### src/rtl/mem_access_unit.sv
// mem_access_unit: MEM-stage initiator for a word-wide data memory.
// Takes one load/store at a time, issues single-cycle re/we pulses, waits
// for mem_valid and returns extended load data. Sub-word stores are done as
// read-modify-write. Illegal, misaligned, out-of-range and timed-out accesses
// return resp_err without touching memory (or without the RMW write).
module mem_access_unit #(
    parameter int ADDRW   = 10,
    parameter int TIMEOUT = 15
) (
    input  logic        clk,
    input  logic        rst,
    input  logic        req_valid,
    input  logic        req_we,
    input  logic [2:0]  req_funct3,
    input  logic [31:0] req_addr,
    input  logic [31:0] req_wdata,
    output logic        req_ready,
    output logic        resp_valid,
    output logic [31:0] resp_rdata,
    output logic        resp_err,
    output logic        mem_re,
    output logic        mem_we,
    output logic [31:0] mem_addr,
    output logic [31:0] mem_din,
    input  logic [31:0] mem_dout,
    input  logic        mem_valid
);

    localparam int TCNTW = $clog2(TIMEOUT + 1);
    localparam logic [TCNTW-1:0] TCNT_LAST = TCNTW'(TIMEOUT - 1);

    typedef enum logic [1:0] {
        ST_IDLE   = 2'd0,
        ST_RMW_RD = 2'd1,
        ST_WAIT   = 2'd2,
        ST_RESP   = 2'd3
    } state_t;

    state_t            state_r;
    logic              we_r;
    logic [2:0]        f3_r;
    logic [1:0]        off_r;
    logic [31:0]       wdata_r;
    logic [TCNTW-1:0]  tcnt_r;

    logic              f3_ok_s;
    logic              align_ok_s;
    logic              range_ok_s;
    logic              req_err_s;

    // Select the addressed lane of a memory word and extend it per funct3.
    function automatic logic [31:0] lane_extract(input logic [31:0] word,
                                                 input logic [2:0]  f3,
                                                 input logic [1:0]  off);
        logic [31:0] sh;
        sh = word >> {off, 3'b000};
        case (f3)
            3'b000:  lane_extract = {{24{sh[7]}}, sh[7:0]};
            3'b001:  lane_extract = {{16{sh[15]}}, sh[15:0]};
            3'b010:  lane_extract = sh;
            3'b100:  lane_extract = {24'd0, sh[7:0]};
            3'b101:  lane_extract = {16'd0, sh[15:0]};
            default: lane_extract = 32'd0;
        endcase
    endfunction

    // Merge the low byte/half of the store data into the addressed lane.
    function automatic logic [31:0] lane_merge(input logic [31:0] old,
                                               input logic [31:0] wd,
                                               input logic [2:0]  f3,
                                               input logic [1:0]  off);
        logic [31:0] mask;
        logic [31:0] data;
        case (f3)
            3'b000: begin
                mask = 32'h0000_00FF << {off, 3'b000};
                data = {24'd0, wd[7:0]} << {off, 3'b000};
            end
            3'b001: begin
                mask = 32'h0000_FFFF << {off, 3'b000};
                data = {16'd0, wd[15:0]} << {off, 3'b000};
            end
            default: begin
                mask = 32'hFFFF_FFFF;
                data = wd;
            end
        endcase
        lane_merge = (old & ~mask) | (data & mask);
    endfunction

    // Classify the incoming request: legal funct3, alignment, address range.
    always_comb begin
        f3_ok_s    = 1'b0;
        align_ok_s = 1'b1;
        case (req_funct3)
            3'b000, 3'b001, 3'b010: f3_ok_s = 1'b1;
            3'b100, 3'b101:         f3_ok_s = ~req_we;
            default:                f3_ok_s = 1'b0;
        endcase
        case (req_funct3[1:0])
            2'b01:   align_ok_s = (req_addr[0] == 1'b0);
            2'b10:   align_ok_s = (req_addr[1:0] == 2'b00);
            default: align_ok_s = 1'b1;
        endcase
        range_ok_s = ((req_addr >> (ADDRW + 2)) == 32'd0);
        req_err_s  = ~(f3_ok_s & align_ok_s & range_ok_s);
    end

    // Request FSM with registered memory pulses and response outputs.
    always_ff @(posedge clk) begin
        if (rst) begin
            state_r    <= ST_IDLE;
            we_r       <= 1'b0;
            f3_r       <= 3'b000;
            off_r      <= 2'b00;
            wdata_r    <= 32'd0;
            tcnt_r     <= '0;
            req_ready  <= 1'b1;
            resp_valid <= 1'b0;
            resp_rdata <= 32'd0;
            resp_err   <= 1'b0;
            mem_re     <= 1'b0;
            mem_we     <= 1'b0;
            mem_addr   <= 32'd0;
            mem_din    <= 32'd0;
        end else begin
            case (state_r)
                ST_IDLE: begin
                    mem_re     <= 1'b0;
                    mem_we     <= 1'b0;
                    resp_valid <= 1'b0;
                    if (req_valid) begin
                        we_r      <= req_we;
                        f3_r      <= req_funct3;
                        off_r     <= req_addr[1:0];
                        wdata_r   <= req_wdata;
                        tcnt_r    <= '0;
                        req_ready <= 1'b0;
                        if (req_err_s) begin
                            resp_valid <= 1'b1;
                            resp_err   <= 1'b1;
                            resp_rdata <= 32'd0;
                            state_r    <= ST_RESP;
                        end else begin
                            mem_addr <= {2'b00, req_addr[31:2]};
                            if (req_we && (req_funct3 == 3'b010)) begin
                                mem_we  <= 1'b1;
                                mem_din <= req_wdata;
                                state_r <= ST_WAIT;
                            end else begin
                                mem_re  <= 1'b1;
                                state_r <= req_we ? ST_RMW_RD : ST_WAIT;
                            end
                        end
                    end
                end
                ST_RMW_RD: begin
                    mem_re <= 1'b0;
                    mem_we <= 1'b0;
                    if (mem_valid) begin
                        mem_din <= lane_merge(mem_dout, wdata_r, f3_r, off_r);
                        mem_we  <= 1'b1;
                        tcnt_r  <= '0;
                        state_r <= ST_WAIT;
                    end else if (tcnt_r == TCNT_LAST) begin
                        resp_valid <= 1'b1;
                        resp_err   <= 1'b1;
                        resp_rdata <= 32'd0;
                        state_r    <= ST_RESP;
                    end else begin
                        tcnt_r <= tcnt_r + TCNTW'(1);
                    end
                end
                ST_WAIT: begin
                    mem_re <= 1'b0;
                    mem_we <= 1'b0;
                    if (mem_valid) begin
                        resp_valid <= 1'b1;
                        resp_err   <= 1'b0;
                        resp_rdata <= we_r ? 32'd0 : lane_extract(mem_dout, f3_r, off_r);
                        state_r    <= ST_RESP;
                    end else if (tcnt_r == TCNT_LAST) begin
                        resp_valid <= 1'b1;
                        resp_err   <= 1'b1;
                        resp_rdata <= 32'd0;
                        state_r    <= ST_RESP;
                    end else begin
                        tcnt_r <= tcnt_r + TCNTW'(1);
                    end
                end
                ST_RESP: begin
                    resp_valid <= 1'b0;
                    resp_err   <= 1'b0;
                    resp_rdata <= 32'd0;
                    req_ready  <= 1'b1;
                    state_r    <= ST_IDLE;
                end
                default: begin
                    mem_re     <= 1'b0;
                    mem_we     <= 1'b0;
                    resp_valid <= 1'b0;
                    resp_err   <= 1'b0;
                    req_ready  <= 1'b1;
                    state_r    <= ST_IDLE;
                end
            endcase
        end
    end

endmodule

### config.mk
export PLATFORM = sky130hd
export DESIGN_NAME = mem_access_unit
export DESIGN_NICKNAME = d
export VERILOG_FILES = /design/src/rtl/mem_access_unit.sv
export SDC_FILE = /design/constraint.sdc
export NUM_CORES = 1
export LEC_CHECK = 0
export ABC_AREA = 1
export ABC_CLOCK_PERIOD_IN_PS = 2300
export CAP_MARGIN = 30
export CORE_UTILIZATION = 45
export CTS_BUF_LIST = sky130_fd_sc_hd__clkbuf_4 sky130_fd_sc_hd__clkbuf_8 sky130_fd_sc_hd__clkbuf_16
export DETAILED_ROUTE_END_ITERATION = 10
export HOLD_SLACK_MARGIN = 0.15
export PLACE_DENSITY = 0.81
export SLEW_MARGIN = 20
export SYNTH_ARGS = -nofsm -noshare
export SYNTH_HDL_FRONTEND = slang
export SYNTH_SLANG_ARGS = --single-unit
export TNS_END_PERCENT = 20
### constraint.sdc
create_clock -name clk -period 2.3 [get_ports clk]
set_input_delay 0.46 -clock clk [delete_from_list [all_inputs] [get_ports clk]]
set_output_delay 0.46 -clock clk [all_outputs]
set_load 0.01 [all_outputs]
==> out/results.txt <==
Final Setup Violations - 0
Clk_lat worst skew - 0.43 ns
Peak supply drop - 0.590 mV
Buffers on Ports - 202
Post-CTS setup buffers - 0
Clock root buffer - clkbuf_16
P&R area growth vs syn - 38.9%
Routed Antenna Nets - 0
First-pass GRT wire length - 37.9 mm
Placed cell count - 1591
DIE WIDTH - 132 um
Final hold slack - 0.443 ns
Layout Cells excl Fill - 1623
Drt drc - 0
Distinct cell type count after synthesis - 41
CP startpoint kind - flip-flop
TritonCTS Buffers - 17
Status - complete, no violations
Leading cell type in the layout, fill and taps excluded - nand2_1
Leakage - 4.96 nW
Yosys warning count - 0
Critical path capture point type - flip-flop
I/O pin count - 205
Power Total - 7.85 mW
Vias in the first global route - 7551
Diode count - 0
Yosys top cell area share - 37.9%
Post-CTS Resized - 0
Final cycle utilization of the critical path - 88.9%
Clk slew on worst S/H paths - 0.06 ns
Share of cells above drive strength 1 - 6.27%
Core area - 16500 um2
Critical path class - reg -> reg
PD cells - 748 nW/um2
Fmax - 0.489 GHz
Remaining Overflow, GRT - 0
Worst-margin pin slew - 0.503 ns
WP data arrival - 2.41 ns
Critical path fanouts, max - 30
Yosys reg bits - 143
Detailed Place HPWL - 17.3 mm
Max cap viols - 0
Nets@finish - 1502
Avg Synthesized Cell Area - 6.28 um2
Top cells by area, synth - dfxtp_1 (38%), nand2_1 (13%), nor2_1 (13%)
Die ar. - 17300 um2
Final Max Slew Viols - 0
Rows - 47
Vias per cell - 5.02
Final min period - 2.04 ns
RSZ-0062 raised after global routing - false
Detailed Route WL - 23.6 mm
Mapped Area - 7560 um2
Final hold vios - 0
RD Place Congestion - 0.940
Seq/Total Area, Yosys - 37.9%
Largest net degree at the start of global routing - 103
Longest Clk Path Bufs - 2
DR WL/cell - 14.5 um
Hold path cells - 2
Cts hold-fix bufs - 0
CTS tree - yes
Slew Limit Headroom - 66.3%
Final core utilization - 63.8%
DR vias - 8154
Clock skew - 0.00663 ns
Mapped Cells - 1204
Die Ht - 132 um
Initial Utilization - 45.9%
Worst min path class - reg -> reg
H-tree Lvls - 4
Yosys top cell by area - dfxtp_1
Global-route usage over all layers - 27.4%
R2R cell count - 9
Commonest non-fill, non-tap cells in the layout - nand2_1 (255), nor2_1 (253), clkdlybuf4s50_1 (202)
DRT iter0 DRCs - 684
Total clock sinks - 143
CP Data Required Time - 2.67 ns
TritonRoute pass-1 iters - 7
Initial antenna violation count - 0
[layer usage]
metal  share of wire [%]  GRT usage (%)  up-vias  routed length (um)
li1                    -              -     4108                   -
met4                 3.1           10.9        0                 722
met5                   0              0        -                   0
met3                 7.9           5.63       56                1860
met2                  47           45.8      375               11200
met1                  42           34.4     3615                9800
[metrics by stage]
step	instance area (um2)	worst slack (ns)	TNS, ns
after CTS	10500	0.261	0
after floorplan	7560	0.538	0
after global placement	9880	-0.0577	-0.949
after global routing	10500	0.0916	0
after detailed placement	9880	-0.138	-5.03
final	10500	0.256	0
[cell families (layout without fill, tap and decap cells)]
| group | after synthesis | in the layout | synth area share (%) |
|---|---|---|---|
| buffers and inverters | 239 | 437 | 12.6 |
| adder cells (fa/ha/maj) | 8 | 8 | 1.32 |
| XOR/XNOR | 1 | 1 | 0.116 |
| AND/OR/NAND/NOR | 605 | 605 | 32.7 |
| AO/OA/AOI/OAI | 207 | 207 | 15.4 |
| flip-flops | 143 | 143 | 37.9 |
| other | 1 | 2 | 0.0496 |
[worst paths after layout]
check,to,slack [ns],from
hold reg to reg,mem_addr[3]$_SDFFE_PP0P_,0.44,mem_addr[3]$_SDFFE_PP0P_
hold / removal,mem_addr[3]$_SDFFE_PP0P_,0.44,mem_addr[3]$_SDFFE_PP0P_
setup reg to reg,resp_rdata[10]$_SDFFE_PP0P_,0.26,state_r[0]$_SDFFE_PP0P_
setup / recovery,resp_rdata[10]$_SDFFE_PP0P_,0.26,state_r[0]$_SDFFE_PP0P_
[cells in the mapped netlist (all sizes together)]
| cell type | count |
|---|---|
| nand3b | 1 |
| or2 | 8 |
| a32oi | 1 |
| a2111oi | 1 |
| a31oi | 3 |
| nand4 | 2 |
| ha | 8 |
| dfxtp | 143 |
| a22oi | 21 |
| o311ai | 1 |
| o221ai | 2 |
| o2111ai | 2 |
| xor2 | 1 |
| o21ai | 89 |
| nor2 | 258 |
| nand2 | 261 |
| o21a | 8 |
| a21oi | 73 |
| o211ai | 5 |
| inv | 176 |
| and2 | 1 |
| buf | 26 |
| conb | 1 |
| nor3 | 3 |
| nand3 | 71 |
| clkbuf | 37 |
| o21bai | 1 |
[layout make-up]
| type | count | area [um2] |
|---|---|---|
| Sequential cell | 143 | 2860 |
| Timing Repair Buffer | 229 | 2320 |
| Multi-Input combinational cell | 823 | 3750 |
| Clock buffer | 19 | 447 |
| Fill cell | 1523 | 5960 |
| Inverter | 176 | 663 |
| Tap cell | 220 | 275 |
| Clock inverter | 13 | 178 |
[flip-flops by register name (all words and copies together) (netlist names)]
signal      cells
tcnt_r          4
resp_err        1
mem_we          1
we_r            1
mem_din        32
mem_re          1
resp_valid      1
mem_addr       30
f3_r            3
off_r           2
resp_rdata     32
state_r         2
req_ready       1
wdata_r        32
[worst max-delay path: stages, from the launching register on]
cell and delay [ns]:
dfxtp_1 0.42, inv_1 0.09, ha_1 0.41, inv_1 0.06, nor3_1 0.27, nand4_1 0.21
buf_12 0.21, nor2_1 0.15, nor2_1 0.06, nor2_1 0.09
[where the power goes]
group | leakage, nW | switching [mW] | internal, mW | total, mW
Clock | 0.294 | 1.16 | 1.77 | 2.93
Sequential | 1.17 | 0.135 | 2.66 | 2.80
Combinational | 3.50 | 1.27 | 0.858 | 2.12
Total | 4.96 | 2.56 | 5.29 | 7.85
(Power assumes the default switching activity.)
==> edit 1, RTL diff (same flow settings) <==
Set the parameter `TIMEOUT` to 14 (it was 15).
--- a/src/rtl/mem_access_unit.sv
+++ b/src/rtl/mem_access_unit.sv
@@ -7,3 +7,3 @@
     parameter int ADDRW   = 10,
-    parameter int TIMEOUT = 15
+    parameter int TIMEOUT = 14
 ) (
Formal check against the unedited RTL: same outputs for any inputs over 4 cycles, from zero or initial values and one cycle with rst high; that may be too few to reach the edited logic, so the function may still have changed.
==> edit 1 against the original RTL <==
Fmax increased by 0.36%. First-iteration DRC count increased by 6.1%. Non-clock buffer count increased by 3. Power decreased by 2.4%. Utilization decreased by 0.38 points. Routed wire length decreased by 2.0%. Synthesized area increased by 0.30%. Die area increased by 0.30%. Sequential cell count unchanged. Cell area decreased by 0.24%. Worst setup slack improved by 0.0073 ns. Largest power group is now registers.
==> edit 1: results (changes against the original RTL) <==
- status: finished clean
- Unique masters post-synth: 43, +4.9%
- share of cells above drive strength 1: 0.0698, +0.00703
- min-delay worst type: flop to flop
- CP peak stage delay: 0.43 ns
- Top Registers: mem_din x32, resp_rdata x32, wdata_r x32
- Worst-Margin Slew: 0.514 ns, +0.0108 ns
- GR Util All Layers: 0.267, -0.00751
- commonest cells in the synthesized netlist: nor2_1 (255), nand2_1 (252), inv_1 (163), dfxtp_1 (143), o21ai_0 (79)
- clk_skew: 0.00954 ns, +0.00291 ns
- minimum setup slack after placement: -0.123 ns, +0.0154 ns
- filler cell count in the final layout: 1,505, -1.2%
- number of port buffers: 202, unchanged
- Worst-path clk slew: 0.07 ns
- wire per inst: 14.2 um, -2.1%
- Num CTS Buffers: 17, unchanged
- # diodes: 0, unchanged
- most area-consuming cells after synthesis: dfxtp_1 (38%), nor2_1 (13%), nand2_1 (12%)
- Leak: 4.95 nW, -0.29%
- detail-routed via count per cell: 5.04, +0.26%
- Placer Congestion: 0.960, +2.1%
- Peak VDD IR: 625 uV, +5.9%
- global-route wire length before repair: 37.2 mm, -1.9%
- cells resized by post-CTS repair: 0, unchanged
- hpwl dp: 17.1 mm, -1.4%
- Max H-tree Level: 4, unchanged
- number of nets in the final layout: 1,504, +0.13%
- share of synthesized area occupied by flip-flops and latches: 0.378, -0.00112
- Pre-Repair DR Iteration Count: 5, -2
- largest net degree at the start of global routing: 67, -35%
- power spent charging and discharging nets: 2.67 mW, +4.5%
- via count of the first global-routing pass: 7,510, -0.54%
- Max stage delay cell, worst path: dfxtp_1
- initial drt markers: 726, +6.1%
## edit 1: cell count changes in the layout (fill, tap and decap cells not counted), sizes merged, moves of 3 or more
cell      delta
buf          +3
clkinv       +3
a21oi        -3
clkinvlp     -4
bufinv       -3
## edit 1: cells by family (layout without fill, tap and decap cells)
| group | Yosys count | after routing | synth area share |
|---|---|---|---|
| compound gates | 205 | 205 | 0.151 |
| simple gates | 611 | 611 | 0.331 |
| flops | 143 | 143 | 0.378 |
| other cells | 1 | 2 | 0.000495 |
| fa+ha+maj | 8 | 8 | 0.0132 |
| buf+inv | 235 | 435 | 0.125 |
| xor+xnor | 1 | 1 | 0.00116 |
## edit 1: worst max-delay path, delay by kind of cell, from the launching register on
family	cells	cell delay, ns
fa+ha+maj	1	0.38
simple gates	5	0.76
flops	1	0.43
buf+inv	3	0.41
## edit 1: power by group through the flow
stage,logic [mW],registers (mW),clock network [mW]
finish,2.13,2.80,2.73
global placement,2.08,2.85,0
global route,2.36,2.83,2.86
CTS,2.12,2.80,2.75
floorplan,1.29,2.86,0
detailed placement,2.11,2.86,0
## edit 1: final cells by class
class,count,share of cell area
repair buffers,232,0.223
inverters,171,0.0617
clock buffers,17,0.0406
multi-input cells,827,0.360
clock inverters,15,0.0149
well taps,220,0.0263
flip-flops and latches,143,0.273
## edit 1: per-layer routing
| layer | part of all wire | track usage |
|---|---|---|
| met3 | 0.082 | 0.0650 |
| met2 | 0.46 | 0.438 |
| met1 | 0.43 | 0.337 |
| met5 | 0 | 0 |
| met4 | 0.030 | 0.104 |
## edit 1: stage by stage
stage          cell area [um^2]  std cells  TNS (ns)  hold WS, ns  power [mW]
3_3_place_gp               9900       1593     -2.63        0.430        4.93
5_1_grt                   10500       1625         0        0.472        8.06
4_1_cts                   10500       1625         0        0.448        7.67
3_5_place_dp               9900       1593     -5.77        0.437        4.96
6_report                  10500       1625         0        0.445        7.66
2_1_floorplan              7590       1205         0        0.455        4.15
## edit 1: path summary, 6_finish.rpt
kind                    start             end  slack (ns)  cells past startpoint
hold / removal    mem_addr[0]     mem_addr[0]        0.45                      2
setup / recovery   state_r[0]  resp_rdata[26]        0.26                      9
hold reg to reg   mem_addr[0]     mem_addr[0]        0.45                      2
setup reg to reg   state_r[0]  resp_rdata[26]        0.26                      9
==> edit 2, RTL diff (config.mk and constraints unchanged) <==
Without the edit above. Encoding of `state_t`: now one-hot (4 bits for 4 states).
--- a/src/rtl/mem_access_unit.sv
+++ b/src/rtl/mem_access_unit.sv
@@ -31,7 +31,7 @@
 
-    typedef enum logic [1:0] {
-        ST_IDLE   = 2'd0,
-        ST_RMW_RD = 2'd1,
-        ST_WAIT   = 2'd2,
-        ST_RESP   = 2'd3
+    typedef enum logic [3:0] {
+        ST_IDLE   = 4'b0001,
+        ST_RMW_RD = 4'b0010,
+        ST_WAIT   = 4'b0100,
+        ST_RESP   = 4'b1000
     } state_t;
Function: same outputs for any inputs over 4 cycles, from zero or initial values and one cycle with rst high; so few cycles prove little.
==> edit 2 against the original RTL <==
Fmax shrank 1.3%. Routed wire length up 1.4%. Final cell count down 3.1%. Critical path type is now primary input to flop. Synthesized area shrank 2.8%. Utilization up 1.1 points. Sequential cell count rose by 2. Worst setup slack got worse by 0.026 ns. Cell area shrank 1.8%. Power down 5.3%. Synthesized cell count fell by 4.7%.
==> edit 2: results (changes against the original RTL) <==
- relative slew slack: 0.556, -0.108
- via count of the first global-routing pass: 7,515, -0.48%
- fraction of met2 tracks used by global routing: 0.489, +0.0318
- GR Util All Layers: 0.289, +0.0147
- clk_skew: 0.0134 ns, +0.00676 ns
- status: finished clean
- count of flip-flops and latches: 145, +1.4%
- hpwl dp: 17.7 mm, +2.5%
- filler cell count in the final layout: 1,449, -4.9%
- # clk buffers: 17, -2
- share of synthesized area occupied by flip-flops and latches: 0.395, +0.0164
- clock network area share: 0.0566, -0.00279
- largest net degree at the start of global routing: 61, -41%
- most area-consuming cells after synthesis: dfxtp_1 (40%), nand2_1 (18%), a21oi_1 (11%)
- fraction of area in multi-input gates: 0.359, +0.00157
- Pre-Repair DR Iteration Count: 6, -1
- initial drt markers: 796, +16%
- commonest cells in the synthesized netlist: nand2_1 (349), a21oi_1 (165), dfxtp_1 (145), inv_1 (117), o21ai_0 (90)
- Max stage delay cell, worst path: clkdlybuf4s50_1
- Leak: 4.50 nW, -9.3%
- nonclk inv count: 120, -32%
- Placer Congestion: 0.959, +2.0%
- DR vias: 8,162, +0.098%
- critical path peak fanout: 7, -77%
- met1 routing resource usage after global routing: 0.351, +0.00651
- flip-flop and latch share of the layout cell area: 0.281, +0.00887
- met3 GRT Util: 0.0738, +0.0175
- number of nets in the final layout: 1,452, -3.3%
[edit 2: cell types whose count changed in the layout (fill, tap and decap cells not counted), sizes merged, moves of 4 or more]
| cell | change |
|---|---|
| nor2 | -171 |
| a21oi | +92 |
| nand2 | +90 |
| inv | -48 |
| a22oi | -14 |
| buf | +14 |
| o21ai | +11 |
| o21a | -8 |
| or2 | -8 |
| nand3 | +5 |
| nand4 | +5 |
| ha | -4 |
[edit 2: per-stage QoR]
stage,setup slack (ns),area (um^2),instances
final,0.230,10300,1573
after CTS,0.260,10300,1573
after global routing,0.0690,10300,1573
after global placement,-0.0645,9730,1541
after detailed placement,-0.128,9730,1541
after floorplan,0.410,7350,1149
[edit 2: power breakdown]
part           switching, mW  internal, mW
sequential             0.115          2.67
clock                   1.25          1.55
combinational           1.10         0.753
[edit 2: routing by layer]
| layer | vias up | share of wire |
|---|---|---|
| met2 | 353 | 0.48 |
| met5 | - | 0 |
| met4 | 0 | 0.030 |
| met3 | 49 | 0.084 |
| met1 | 3674 | 0.41 |
| li1 | 4086 | - |
[edit 2: path summary, 6_finish.rpt]
kind / from / end / slack (ns) / depth (start not counted)
setup reg to reg: state_r[3] / mem_din[24] / 0.27 / 11
hold reg to reg: mem_addr[3] / mem_addr[3] / 0.44 / 2
hold / removal: mem_addr[3] / mem_addr[3] / 0.44 / 2
setup / recovery: req_funct3[1] / resp_rdata[9] / 0.23 / 10
[edit 2: cells by family (layout without fill, tap and decap cells)]
| logic type | Yosys count | after routing | share of synthesized area |
|---|---|---|---|
| buf+inv | 186 | 394 | 0.102 |
| compound gates | 282 | 282 | 0.198 |
| other cells | 1 | 2 | 0.000510 |
| flops | 145 | 145 | 0.395 |
| simple gates | 528 | 528 | 0.295 |
| xor+xnor | 2 | 2 | 0.00238 |
| fa+ha+maj | 4 | 4 | 0.00681 |
